File: config.mk
export PLATFORM = sky130hd
export DESIGN_NAME = crop_bbox_detect_flat
export DESIGN_NICKNAME = d
export VERILOG_FILES = /design/src/rtl/crop_bbox_detect_pkg.sv /design/src/rtl/crop_bbox_detect_if.sv /design/src/rtl/crop_bbox_detect_raster_cnt.sv /design/src/rtl/crop_bbox_detect.sv /design/src/flat_wrapper.sv
export SDC_FILE = /design/constraint.sdc
export NUM_CORES = 1
export LEC_CHECK = 0
export CORE_MARGIN = 4
export CORE_UTILIZATION = 58
export CTS_BUF_LIST = sky130_fd_sc_hd__clkbuf_8
export DETAILED_ROUTE_END_ITERATION = 7
export MAX_ROUTING_LAYER = met4
export PLACE_DENSITY = 0.91
export SETUP_SLACK_MARGIN = 0.5
export SYNTH_ARGS = -nofsm -noshare
export SYNTH_HDL_FRONTEND = slang
export SYNTH_HIERARCHICAL = 1
export SYNTH_SLANG_ARGS = --single-unit
File: constraint.sdc
create_clock -name iCLK -period 7.35 [get_ports iCLK]
set_input_delay 0.735 -clock iCLK [delete_from_list [all_inputs] [get_ports iCLK]]
set_output_delay 0.735 -clock iCLK [all_outputs]
set_load 0.03 [all_outputs]
File: src/rtl/crop_bbox_detect_pkg.sv
// crop_bbox_detect_pkg: shared defaults, FSM state type and bounding-box record for the crop bbox finder
package crop_bbox_detect_pkg;
    localparam int DEF_H_ACTIVE = 640;
    localparam int DEF_V_ACTIVE = 480;
    localparam int DEF_DATA_W   = 10;
    localparam int DEF_CNT_W    = 20;
    localparam int COORD_W      = 16;
    typedef enum logic [1:0] {WAIT_SOF, ACCUM, PUBLISH} stateT;
    typedef struct packed {
        logic [COORD_W-1:0] xMin;
        logic [COORD_W-1:0] xMax;
        logic [COORD_W-1:0] yMin;
        logic [COORD_W-1:0] yMax;
    } bboxT;
    // An empty box: any real pixel shrinks the mins and grows the maxes
    localparam bboxT BBOX_CLR = '{xMin: '1, xMax: '0, yMin: '1, yMax: '0};
endpackage

File: src/rtl/crop_bbox_detect_if.sv
// crop_bbox_detect_if: pixel stream, frame config and bbox result bundle
//   master drives iSOF/iDVAL/iDATA/iTHRESH/iROI_*, slave drives oXSTART/oXEND/oYSTART/oYEND/oCOUNT/oFOUND/oVALID
interface crop_bbox_detect_if
    import crop_bbox_detect_pkg::*;
#(
    parameter int DATA_W = DEF_DATA_W,
    parameter int CNT_W  = DEF_CNT_W
);
    logic               iSOF;
    logic               iDVAL;
    logic [DATA_W-1:0]  iDATA;
    logic [DATA_W-1:0]  iTHRESH;
    logic [COORD_W-1:0] iROI_X0;
    logic [COORD_W-1:0] iROI_X1;
    logic [COORD_W-1:0] iROI_Y0;
    logic [COORD_W-1:0] iROI_Y1;
    logic [COORD_W-1:0] oXSTART;
    logic [COORD_W-1:0] oXEND;
    logic [COORD_W-1:0] oYSTART;
    logic [COORD_W-1:0] oYEND;
    logic [CNT_W-1:0]   oCOUNT;
    logic               oFOUND;
    logic               oVALID;
    modport master (
        output iSOF, iDVAL, iDATA, iTHRESH, iROI_X0, iROI_X1, iROI_Y0, iROI_Y1,
        input  oXSTART, oXEND, oYSTART, oYEND, oCOUNT, oFOUND, oVALID
    );
    modport slave (
        input  iSOF, iDVAL, iDATA, iTHRESH, iROI_X0, iROI_X1, iROI_Y0, iROI_Y1,
        output oXSTART, oXEND, oYSTART, oYEND, oCOUNT, oFOUND, oVALID
    );
endinterface

File: src/rtl/crop_bbox_detect_raster_cnt.sv
// crop_bbox_detect_raster_cnt: raster X/Y position of the current pixel
//   iCLK, iRST (sync, active-low), iCLR restarts at (0,0) this cycle, iINC advances past the current pixel
//   oX/oY position of the current pixel, oLAST current pixel is the final one of the frame and is accepted
module crop_bbox_detect_raster_cnt
    import crop_bbox_detect_pkg::*;
#(
    parameter int H_ACTIVE = DEF_H_ACTIVE,
    parameter int V_ACTIVE = DEF_V_ACTIVE
) (
    input  logic               iCLK,
    input  logic               iRST,
    input  logic               iCLR,
    input  logic               iINC,
    output logic [COORD_W-1:0] oX,
    output logic [COORD_W-1:0] oY,
    output logic               oLAST
);
    logic [COORD_W-1:0] x, y;
    logic endX, endY;
    // A clear seen together with a pixel makes that pixel (0,0)
    assign oX    = iCLR ? '0 : x;
    assign oY    = iCLR ? '0 : y;
    assign endX  = oX == COORD_W'(H_ACTIVE - 1);
    assign endY  = oY == COORD_W'(V_ACTIVE - 1);
    assign oLAST = iINC && endX && endY;
    always_ff @(posedge iCLK) begin
        if (!iRST) begin
            x <= '0;
            y <= '0;
        end else if (iINC) begin
            x <= endX ? '0 : oX + 1'b1;
            y <= endX ? (endY ? '0 : oY + 1'b1) : oY;
        end else if (iCLR) begin
            x <= '0;
            y <= '0;
        end
    end
endmodule

File: src/rtl/crop_bbox_detect.sv
// crop_bbox_detect: per-frame bounding box and count of thresholded object pixels inside a runtime ROI
//   iCLK, iRST (sync, active-low); bus.slave carries the pixel stream, per-frame config and the published box
module crop_bbox_detect
    import crop_bbox_detect_pkg::*;
#(
    parameter int H_ACTIVE = DEF_H_ACTIVE,
    parameter int V_ACTIVE = DEF_V_ACTIVE,
    parameter int DATA_W   = DEF_DATA_W,
    parameter int CNT_W    = DEF_CNT_W,
    parameter int POLARITY = 0
) (
    input logic                iCLK,
    input logic                iRST,
    crop_bbox_detect_if.slave  bus
);
    stateT              state;
    logic [DATA_W-1:0]  thrSh, thr;
    logic [COORD_W-1:0] x0Sh, x1Sh, y0Sh, y1Sh, x0, x1, y0, y1, pixX, pixY;
    logic               accept, last, isObj, hit, nxtFound;
    bboxT               acc, base, nxt;
    logic [CNT_W-1:0]   cnt, baseCnt, nxtCnt;
    // A SOF pixel is taken in any state; otherwise pixels only count mid-frame
    assign accept = bus.iDVAL && (bus.iSOF || state == ACCUM);
    crop_bbox_detect_raster_cnt #(.H_ACTIVE(H_ACTIVE), .V_ACTIVE(V_ACTIVE)) rasterCnt (
        .iCLK (iCLK),
        .iRST (iRST),
        .iCLR (bus.iSOF),
        .iINC (accept),
        .oX   (pixX),
        .oY   (pixY),
        .oLAST(last)
    );
    // On SOF the pixel is judged against the freshly presented config and an empty accumulator
    always_comb begin
        thr      = bus.iSOF ? bus.iTHRESH : thrSh;
        x0       = bus.iSOF ? bus.iROI_X0 : x0Sh;
        x1       = bus.iSOF ? bus.iROI_X1 : x1Sh;
        y0       = bus.iSOF ? bus.iROI_Y0 : y0Sh;
        y1       = bus.iSOF ? bus.iROI_Y1 : y1Sh;
        base     = bus.iSOF ? BBOX_CLR : acc;
        baseCnt  = bus.iSOF ? '0 : cnt;
        isObj    = (POLARITY != 0) ? bus.iDATA >= thr : bus.iDATA <= thr;
        hit      = accept && isObj && pixX >= x0 && pixX <= x1 && pixY >= y0 && pixY <= y1;
        nxt.xMin = (hit && pixX < base.xMin) ? pixX : base.xMin;
        nxt.xMax = (hit && pixX > base.xMax) ? pixX : base.xMax;
        nxt.yMin = (hit && pixY < base.yMin) ? pixY : base.yMin;
        nxt.yMax = (hit && pixY > base.yMax) ? pixY : base.yMax;
        nxtCnt   = (hit && !(&baseCnt)) ? baseCnt + 1'b1 : baseCnt;
        nxtFound = nxtCnt != '0;
    end
    // Results are captured from the final pixel's accumulator update so they appear in the PUBLISH cycle
    always_ff @(posedge iCLK) begin
        if (!iRST) begin
            state       <= WAIT_SOF;
            thrSh       <= '0;
            x0Sh        <= '0;
            x1Sh        <= '0;
            y0Sh        <= '0;
            y1Sh        <= '0;
            acc         <= BBOX_CLR;
            cnt         <= '0;
            bus.oXSTART <= '0;
            bus.oXEND   <= '0;
            bus.oYSTART <= '0;
            bus.oYEND   <= '0;
            bus.oCOUNT  <= '0;
            bus.oFOUND  <= 1'b0;
            bus.oVALID  <= 1'b0;
        end else begin
            acc        <= nxt;
            cnt        <= nxtCnt;
            bus.oVALID <= last;
            if (bus.iSOF) begin
                thrSh <= bus.iTHRESH;
                x0Sh  <= bus.iROI_X0;
                x1Sh  <= bus.iROI_X1;
                y0Sh  <= bus.iROI_Y0;
                y1Sh  <= bus.iROI_Y1;
            end
            if (last) begin
                bus.oXSTART <= nxtFound ? nxt.xMin : '0;
                bus.oXEND   <= nxtFound ? nxt.xMax : '0;
                bus.oYSTART <= nxtFound ? nxt.yMin : '0;
                bus.oYEND   <= nxtFound ? nxt.yMax : '0;
                bus.oCOUNT  <= nxtCnt;
                bus.oFOUND  <= nxtFound;
            end
            state <= last ? PUBLISH : bus.iSOF ? ACCUM : state == PUBLISH ? WAIT_SOF : state;
        end
    end
endmodule
File: src/flat_wrapper.sv
// flat-port wrapper written by rule: the top's interface ports become plain ports
module crop_bbox_detect_flat import crop_bbox_detect_pkg::*;
#(
    parameter int H_ACTIVE = DEF_H_ACTIVE,
    parameter int V_ACTIVE = DEF_V_ACTIVE,
    parameter int DATA_W   = DEF_DATA_W,
    parameter int CNT_W    = DEF_CNT_W,
    parameter int POLARITY = 0
)
  (iCLK, iRST, bus_iSOF, bus_iDVAL, bus_iDATA, bus_iTHRESH, bus_iROI_X0, bus_iROI_X1, bus_iROI_Y0, bus_iROI_Y1, bus_oXSTART, bus_oXEND, bus_oYSTART, bus_oYEND, bus_oCOUNT, bus_oFOUND, bus_oVALID);
  crop_bbox_detect_if #(.DATA_W(DATA_W), .CNT_W(CNT_W)) bus_i ();
  input logic iCLK;
  input logic iRST;
  input wire logic [$bits(bus_i.iSOF)-1:0] bus_iSOF;
  input wire logic [$bits(bus_i.iDVAL)-1:0] bus_iDVAL;
  input wire logic [$bits(bus_i.iDATA)-1:0] bus_iDATA;
  input wire logic [$bits(bus_i.iTHRESH)-1:0] bus_iTHRESH;
  input wire logic [$bits(bus_i.iROI_X0)-1:0] bus_iROI_X0;
  input wire logic [$bits(bus_i.iROI_X1)-1:0] bus_iROI_X1;
  input wire logic [$bits(bus_i.iROI_Y0)-1:0] bus_iROI_Y0;
  input wire logic [$bits(bus_i.iROI_Y1)-1:0] bus_iROI_Y1;
  output wire logic [$bits(bus_i.oXSTART)-1:0] bus_oXSTART;
  output wire logic [$bits(bus_i.oXEND)-1:0] bus_oXEND;
  output wire logic [$bits(bus_i.oYSTART)-1:0] bus_oYSTART;
  output wire logic [$bits(bus_i.oYEND)-1:0] bus_oYEND;
  output wire logic [$bits(bus_i.oCOUNT)-1:0] bus_oCOUNT;
  output wire logic [$bits(bus_i.oFOUND)-1:0] bus_oFOUND;
  output wire logic [$bits(bus_i.oVALID)-1:0] bus_oVALID;
  assign bus_i.iSOF = bus_iSOF;
  assign bus_i.iDVAL = bus_iDVAL;
  assign bus_i.iDATA = bus_iDATA;
  assign bus_i.iTHRESH = bus_iTHRESH;
  assign bus_i.iROI_X0 = bus_iROI_X0;
  assign bus_i.iROI_X1 = bus_iROI_X1;
  assign bus_i.iROI_Y0 = bus_iROI_Y0;
  assign bus_i.iROI_Y1 = bus_iROI_Y1;
  assign bus_oXSTART = bus_i.oXSTART;
  assign bus_oXEND = bus_i.oXEND;
  assign bus_oYSTART = bus_i.oYSTART;
  assign bus_oYEND = bus_i.oYEND;
  assign bus_oCOUNT = bus_i.oCOUNT;
  assign bus_oFOUND = bus_i.oFOUND;
  assign bus_oVALID = bus_i.oVALID;
  crop_bbox_detect #(.H_ACTIVE(H_ACTIVE), .V_ACTIVE(V_ACTIVE), .DATA_W(DATA_W), .CNT_W(CNT_W), .POLARITY(POLARITY)) u_core (.iCLK(iCLK), .iRST(iRST), .bus(bus_i));
endmodule
### After elaboration in Yosys (flattened, before gate mapping)

Index checks and enable logic that the tools add are counted.
W data, S select, Z words.

| storage, ports and cells | value |
|---|---|
| output and inout port bits | 86 |
| register bits after elaboration | 278 |
| input bits | 88 |
| logic and storage cells | 84 |

| operators by class | value |
|---|---|
| add/sub/neg operators | 3 |
| mux-type cells | 26 |
| bitwise gates (word level) | 1 |
| order comparisons | 9 |
| reduce and logical (&&, ||, !) cells | 20 |
| eq/ne operators | 4 |

Operators with widths:

| cell | number |
|---|---|
| $mux W16 | 19 |
| $mux W64 | 1 |
| $mux W20 | 2 |
| $add A16 B1 Y16 const B | 2 |
| $ge A16 B16 Y1 | 2 |
| $gt A16 B16 Y1 | 2 |
| $le A16 B16 Y1 | 2 |
| $lt A16 B16 Y1 | 2 |
| $add A20 B1 Y20 const B | 1 |
| $reduce_and A20 Y1 | 1 |
| $reduce_bool A20 Y1 | 1 |
| $eq A16 B10 Y1 const B | 1 |
| $eq A16 B9 Y1 const B | 1 |
| $logic_and A1 B1 Y1 | 13 |
| $le A10 B10 Y1 | 1 |
| $mux W10 | 1 |
| $mux W2 | 3 |
| $reduce_bool A3 Y1 | 1 |
| $eq A2 B1 Y1 const B | 1 |
| $eq A2 B2 Y1 const B | 1 |
| $reduce_bool A2 Y1 | 1 |
| $reduce_or A2 Y1 | 1 |
| $logic_not A1 Y1 | 1 |
| $logic_or A1 B1 Y1 | 1 |
| $not A1 Y1 | 1 |

### Logic depth before layout (Yosys ltp)

| logic depth | value |
|---|---|
| depth in word-level cells | 12 |
| mapped depth | 19 |
| depth with buffers taken out | 14 |

### Cells and area by module

The synthesis kept the hierarchy.

By module, submodules not included:

| module | area each (sq um) | cells each | instances | sequential area each (sq um) |
|---|---|---|---|---|
| crop_bbox_detect | 12278.0 | 1375 | 1 | 4924.7 |
| crop_bbox_detect_raster_cnt | 1869.3 | 224 | 1 | 640.6 |

### Least setup slack after synthesis

Ideal clock, no wire load.

| path | value |
|---|---|
| path type | in2reg |
| start point | input port bus_iSOF |
| end point | register u_core.bus.oXEND[0] |
| stages | 18 |
| path slack | 1.236 ns |
| path buffers | 6 |
| arrival | 5.993 ns |
| setup time | 0.121 ns |
| cells stage by stage | clkbuf_1 -> clkbuf_1 -> clkbuf_1 -> buf_1 -> mux2i_1 -> ha_1 -> a21o_1 -> a221o_1 -> a221oi_2 -> nor3b_1 -> a2111o_1 -> buf_6 -> nor3_1 -> mux2_2 -> or4_4 -> o31ai_4 -> buf_6 -> o21ai_0 |

| between the ends | value |
|---|---|
| word-level cells in the longest chain between the ends | 11 |
| elaborated cells on any way between the ends | 35 |

RTL lines:

| item | RTL line | RTL |
|---|---|---|
| start, declared | flat_wrapper.sv:14 | `input wire logic [$bits(bus_i.iSOF)-1:0] bus_iSOF;` |
| parallel branches: the longest is 11 deep, another holds $ge A16 B16 Y1 | n/a |  |
| end signal, assigned | crop_bbox_detect.sv:82 | `bus.oXEND <= nxtFound ? nxt.xMax : '0;` |
| end, declared | crop_bbox_detect_if.sv:30 | `output oXSTART, oXEND, oYSTART, oYEND, oCOUNT, oFOUND, oVALID` |

Parallel ways; which one is timed is not known.
A chain may end at the register's enable or synchronous reset.

### Final worst setup path

| path | value |
|---|---|
| start point | input port bus_iSOF |
| end point | register u_core.bus.oYSTART[11] |

| between the ends | value |
|---|---|
| elaborated cells on any way between the ends | 35 |

RTL lines:

| item | RTL line | RTL |
|---|---|---|
| $mux W16 * | n/a |  |
| via u_core.pixY[7] | crop_bbox_detect.sv:18 | `logic [COORD_W-1:0] x0Sh, x1Sh, y0Sh, y1Sh, x0, x1, y0, y1, pixX, pixY;` |
| $ge A16 B16 Y1 | crop_bbox_detect.sv:43 | `hit = accept && isObj && pixX >= x0 && pixX <= x1 && pixY >= y0 && pixY <= y1;` |
| $logic_and A1 B1 Y1 (2 in series) | crop_bbox_detect.sv:43 |  |
| $logic_and A1 B1 Y1 | crop_bbox_detect.sv:48 | `nxtCnt = (hit && !(&baseCnt)) ? baseCnt + 1'b1 : baseCnt;` |
| $mux W20 | crop_bbox_detect.sv:48 |  |
| $reduce_bool A20 Y1 | crop_bbox_detect.sv:49 | `nxtFound = nxtCnt != '0;` |
| $mux W16 | crop_bbox_detect.sv:83 | `bus.oYSTART <= nxtFound ? nxt.yMin : '0;` |
| end signal, assigned | crop_bbox_detect.sv:83 |  |
| end, declared | crop_bbox_detect_if.sv:30 |  |

Mark *: on every way through the listed nets, which the timed path passes. The rest lies on a longest branch.

==> impl_metrics.ini <==
[status]
status = complete, no violations

[die]
start_util = 0.5956
die_y_um = 164.2
ios = 174
coreArea_um2 = 23750
rows = 56
die_area_um2 = 26960
die_x_um = 164.2

[worst_setup_path]
crit_arrival_ns = 6.29
required_ns = 7.75
crit_chain = buf_6, nand2b_1, inv_1, ha_1, and2_1, a221o_1, a221oi_2, nor3b_1, a2111o_1, buf_4, nor4_1, mux2_2, or4_4, o31ai_4, buf_4, o21ai_0
r2r_cells = 13
path_buf_inv = 4
worstSetupEndpointType = flop
path_class = input pin to flop
r2r_setup_slack_ns = 1.88
cpPeakStageDelay_ns = 0.65
slowest_stage = buf_6
worstSetupStartpointType = input pin
crit_family = simple AND/OR/NAND/NOR gates
reg2reg_to = u_core/bus.oYSTART[11]$_SDFFE_PN0P_
worst-path-stages = 16
r2r-start = u_core/rasterCnt/x[3]$_SDFF_PN0_
crit_top_cell = buf_4
crit_fanout = 105

[drt]
first_iter_violations = 1293
drc_errors = 0
ant_nets = 0
viasPerCell = 5.861
firstDrtPassIters = 6
vias = 12440
wl_per_cell_um = 18.16
wl_um = 38540

[synthesis]
yosys_warnings = 6
yosysMostFrequentCell = dfxtp_1
synth_nets = 1826
synth_top_area_cell = dfxtp_1
syn_area_per_cell_um2 = 8.848
ys_seq_area_frac = 0.3934
async_reset_ff_frac = 0
synth_edf_count = 0
yosys-top-cells-count = 278 x dfxtp_1, 234 x nor2_1, 177 x nand2_1
postSynthRegisterBits = 278
synth_top_area_frac = 0.3934
synth_cell_types = 69
synth.area.top_cells = dfxtp_1 39%, ha_1 12%, nor2_1 6.2%
synth_cells = 1599
synth.cell_area_um2 = 14150
ys.flop_type = dfxtp_1

[job]
max_cap_viol_count = 0

[timing]
worst_pin_slew_ns = 1.084
setup_viol = 0
tns_ns = 0
hold_viol = 0
min_period_ns = 5.889
clock.fmax_mhz = 169.8
rsz0062_at_grt = false
clock_skew_ns = 0.02756
report.final.slew_viol_count = 0
fin_crit_sh = 0.8013
maxSlewHeadroom = 0.2758

[hold_path]
hold_path_end = u_core/bus.oXEND[7]$_SDFFE_PN0P_
hold_class = flop to flop
hold_depth = 2
worstHoldStart = u_core/bus.oXEND[7]$_SDFFE_PN0P_

[clocking]
numCtsBuffers = 44
root_buffer = clkbuf_8
post_cts_buffers = 0
clockBufferDepth = 3
clkTransAtPathRegs_ns = 0.06
clock_sinks = 278
htree_num_levels = 2
cts-hold-fix-buffers = 0
cts_tree = built
ctsResizeCount = 0
insertion_delay_ns = 0.57

[cells_and_area]
diodes = 0
multi_input_area_um2 = 8075
areaGrowthSynthToFinish_pct = 20.37
nets = 1997
fin_util = 0.7169
fillCellCount = 1712
final_cells = 2122
regArea_um2 = 5565
drive_gt1_frac = 0.09262

[global_route]
grt_pass1_wl_um = 62050
track_usage = 0.2895
first_global_vias = 12510
grt_max_degree = 106
overflow = 0
antenna_found_initial = 0

[placement]
dp_hpwl_um = 27360
dp.cells = 2043
portBuffers = 173
gp_congestion = 0.9459

[pwr]
cellLeakagePower_nw = 7.102
power_mw = 3.059
comb_power_share = 0.073
p_int_mw = 2.324
netSwitchingFraction = 0.2401
ir_drop_mv = 0.1478
cellPowerDensity_nw_per_um2 = 179.6
clockPowerShare = 0.424
p_sw_uw = 734.5
power_frac_seq = 0.503
-- per-stage QoR --
stage	instance area [um^2]	hold slack [ns]	setup WS (ns)
floorplan	14150	0.4483	1.236
global route	17030	0.4799	1.116
detailed placement	16160	0.4431	0.9449
CTS	17030	0.4561	1.525
global placement	16160	0.4345	1.106
finish	17030	0.4549	1.461
-- worst max-delay path by stage --
stage,startpoint,to,slack [ns]
final,bus_iSOF,u_core/bus.oYSTART[11]$_SDFFE_PN0P_,1.46
after global routing,bus_iSOF,u_core/bus.oYSTART[1]$_SDFFE_PN0P_,1.12
after CTS,bus_iSOF,u_core/bus.oXEND[10]$_SDFFE_PN0P_,1.52
after detailed placement,bus_iSOF,u_core/bus.oXEND[10]$_SDFFE_PN0P_,0.94
after global placement,bus_iSOF,u_core/bus.oYEND[15]$_SDFFE_PN0P_,1.11
after floorplan,bus_iSOF,u_core/bus.oXEND[0]$_SDFFE_PN0P_,1.24
-- cell usage in the layout (no fill, tap or decap), types with 3 or more instances in the layout --
master	count
nand4_1	38
nor2b_1	40
nand2b_1	11
mux2i_1	78
xor2_1	16
nor4_2	3
buf_4	28
dfxtp_1	278
or3_1	3
nor3_1	29
a21o_1	15
clkinv_2	6
o21a_1	8
clkdlybuf4s50_1	171
inv_1	66
mux2_2	55
or4_1	7
or4_4	4
o21ai_1	20
a2111o_1	3
and3_1	7
and2_1	14
nand4b_1	3
xnor2_1	35
nor2_1	233
nand3_1	29
nor4_1	13
and4_1	3
a21oi_1	68
o31ai_1	3
a211oi_1	22
o21ai_0	72
ha_1	139
clkbuf_8	50
o211ai_1	6
o41ai_1	4
nand2_1	177
-- worst register-to-register path: cells and delay by family (launching register included) --
kind	cells	cell delay (ns)
buffers and inverters	2	0.73
adder cells (fa/ha/maj)	1	0.42
flip-flops	1	0.40
AO/OA/AOI/OAI	6	1.53
multiplexers	1	0.41
AND/OR/NAND/NOR	3	1.83
-- flip-flops by register name, indices dropped and copies added, names as in the netlist, 2 cells and up --
signal,count
u_core/state,2
u_core/thrSh,10
u_core/x0Sh,16
u_core/y1Sh,16
u_core/bus.oCOUNT,20
u_core/acc,64
u_core/bus.oYEND,16
u_core/y0Sh,16
u_core/rasterCnt/x,16
u_core/bus.oXEND,16
u_core/x1Sh,16
u_core/bus.oYSTART,16
u_core/bus.oXSTART,16
u_core/cnt,20
u_core/rasterCnt/y,16
-- cell type report --
class | instances | share of cell area
clock buffers | 50 | 0.04041
clock inverters | 29 | 0.01036
inverters | 49 | 0.01095
multi-input cells | 1196 | 0.4742
flip-flops and latches | 278 | 0.3268
well taps | 319 | 0.02344
repair buffers | 201 | 0.1138
-- cell families (layout without fill, tap and decap cells) --
kind of cell / Yosys count / after routing / synth area share
fa+ha+maj: 139 / 139 / 0.1229
flops: 278 / 278 / 0.3934
xor+xnor: 51 / 51 / 0.03157
simple gates: 632 / 632 / 0.2120
mux: 133 / 133 / 0.09897
buf+inv: 125 / 329 / 0.03732
compound gates: 241 / 241 / 0.1038
-- power by group through the flow --
stage	Sequential (mW)	Clock [mW]	Combinational (mW)
floorplan	1.57	0	0.132
global placement	1.57	0	0.212
detailed placement	1.57	0	0.221
CTS	1.54	1.32	0.223
global route	1.54	1.38	0.246
finish	1.54	1.30	0.224
-- routing by layer --
layer | GRT usage | vias to the layer above | share of wire
li1 | - | 5922 | -
met1 | 0.3783 | 5820 | 0.43
met2 | 0.4440 | 572 | 0.44
met3 | 0.05596 | 123 | 0.090
met4 | 0.1151 | 0 | 0.037
met5 | - | - | 0
Power figures use the tool's default switching activity.
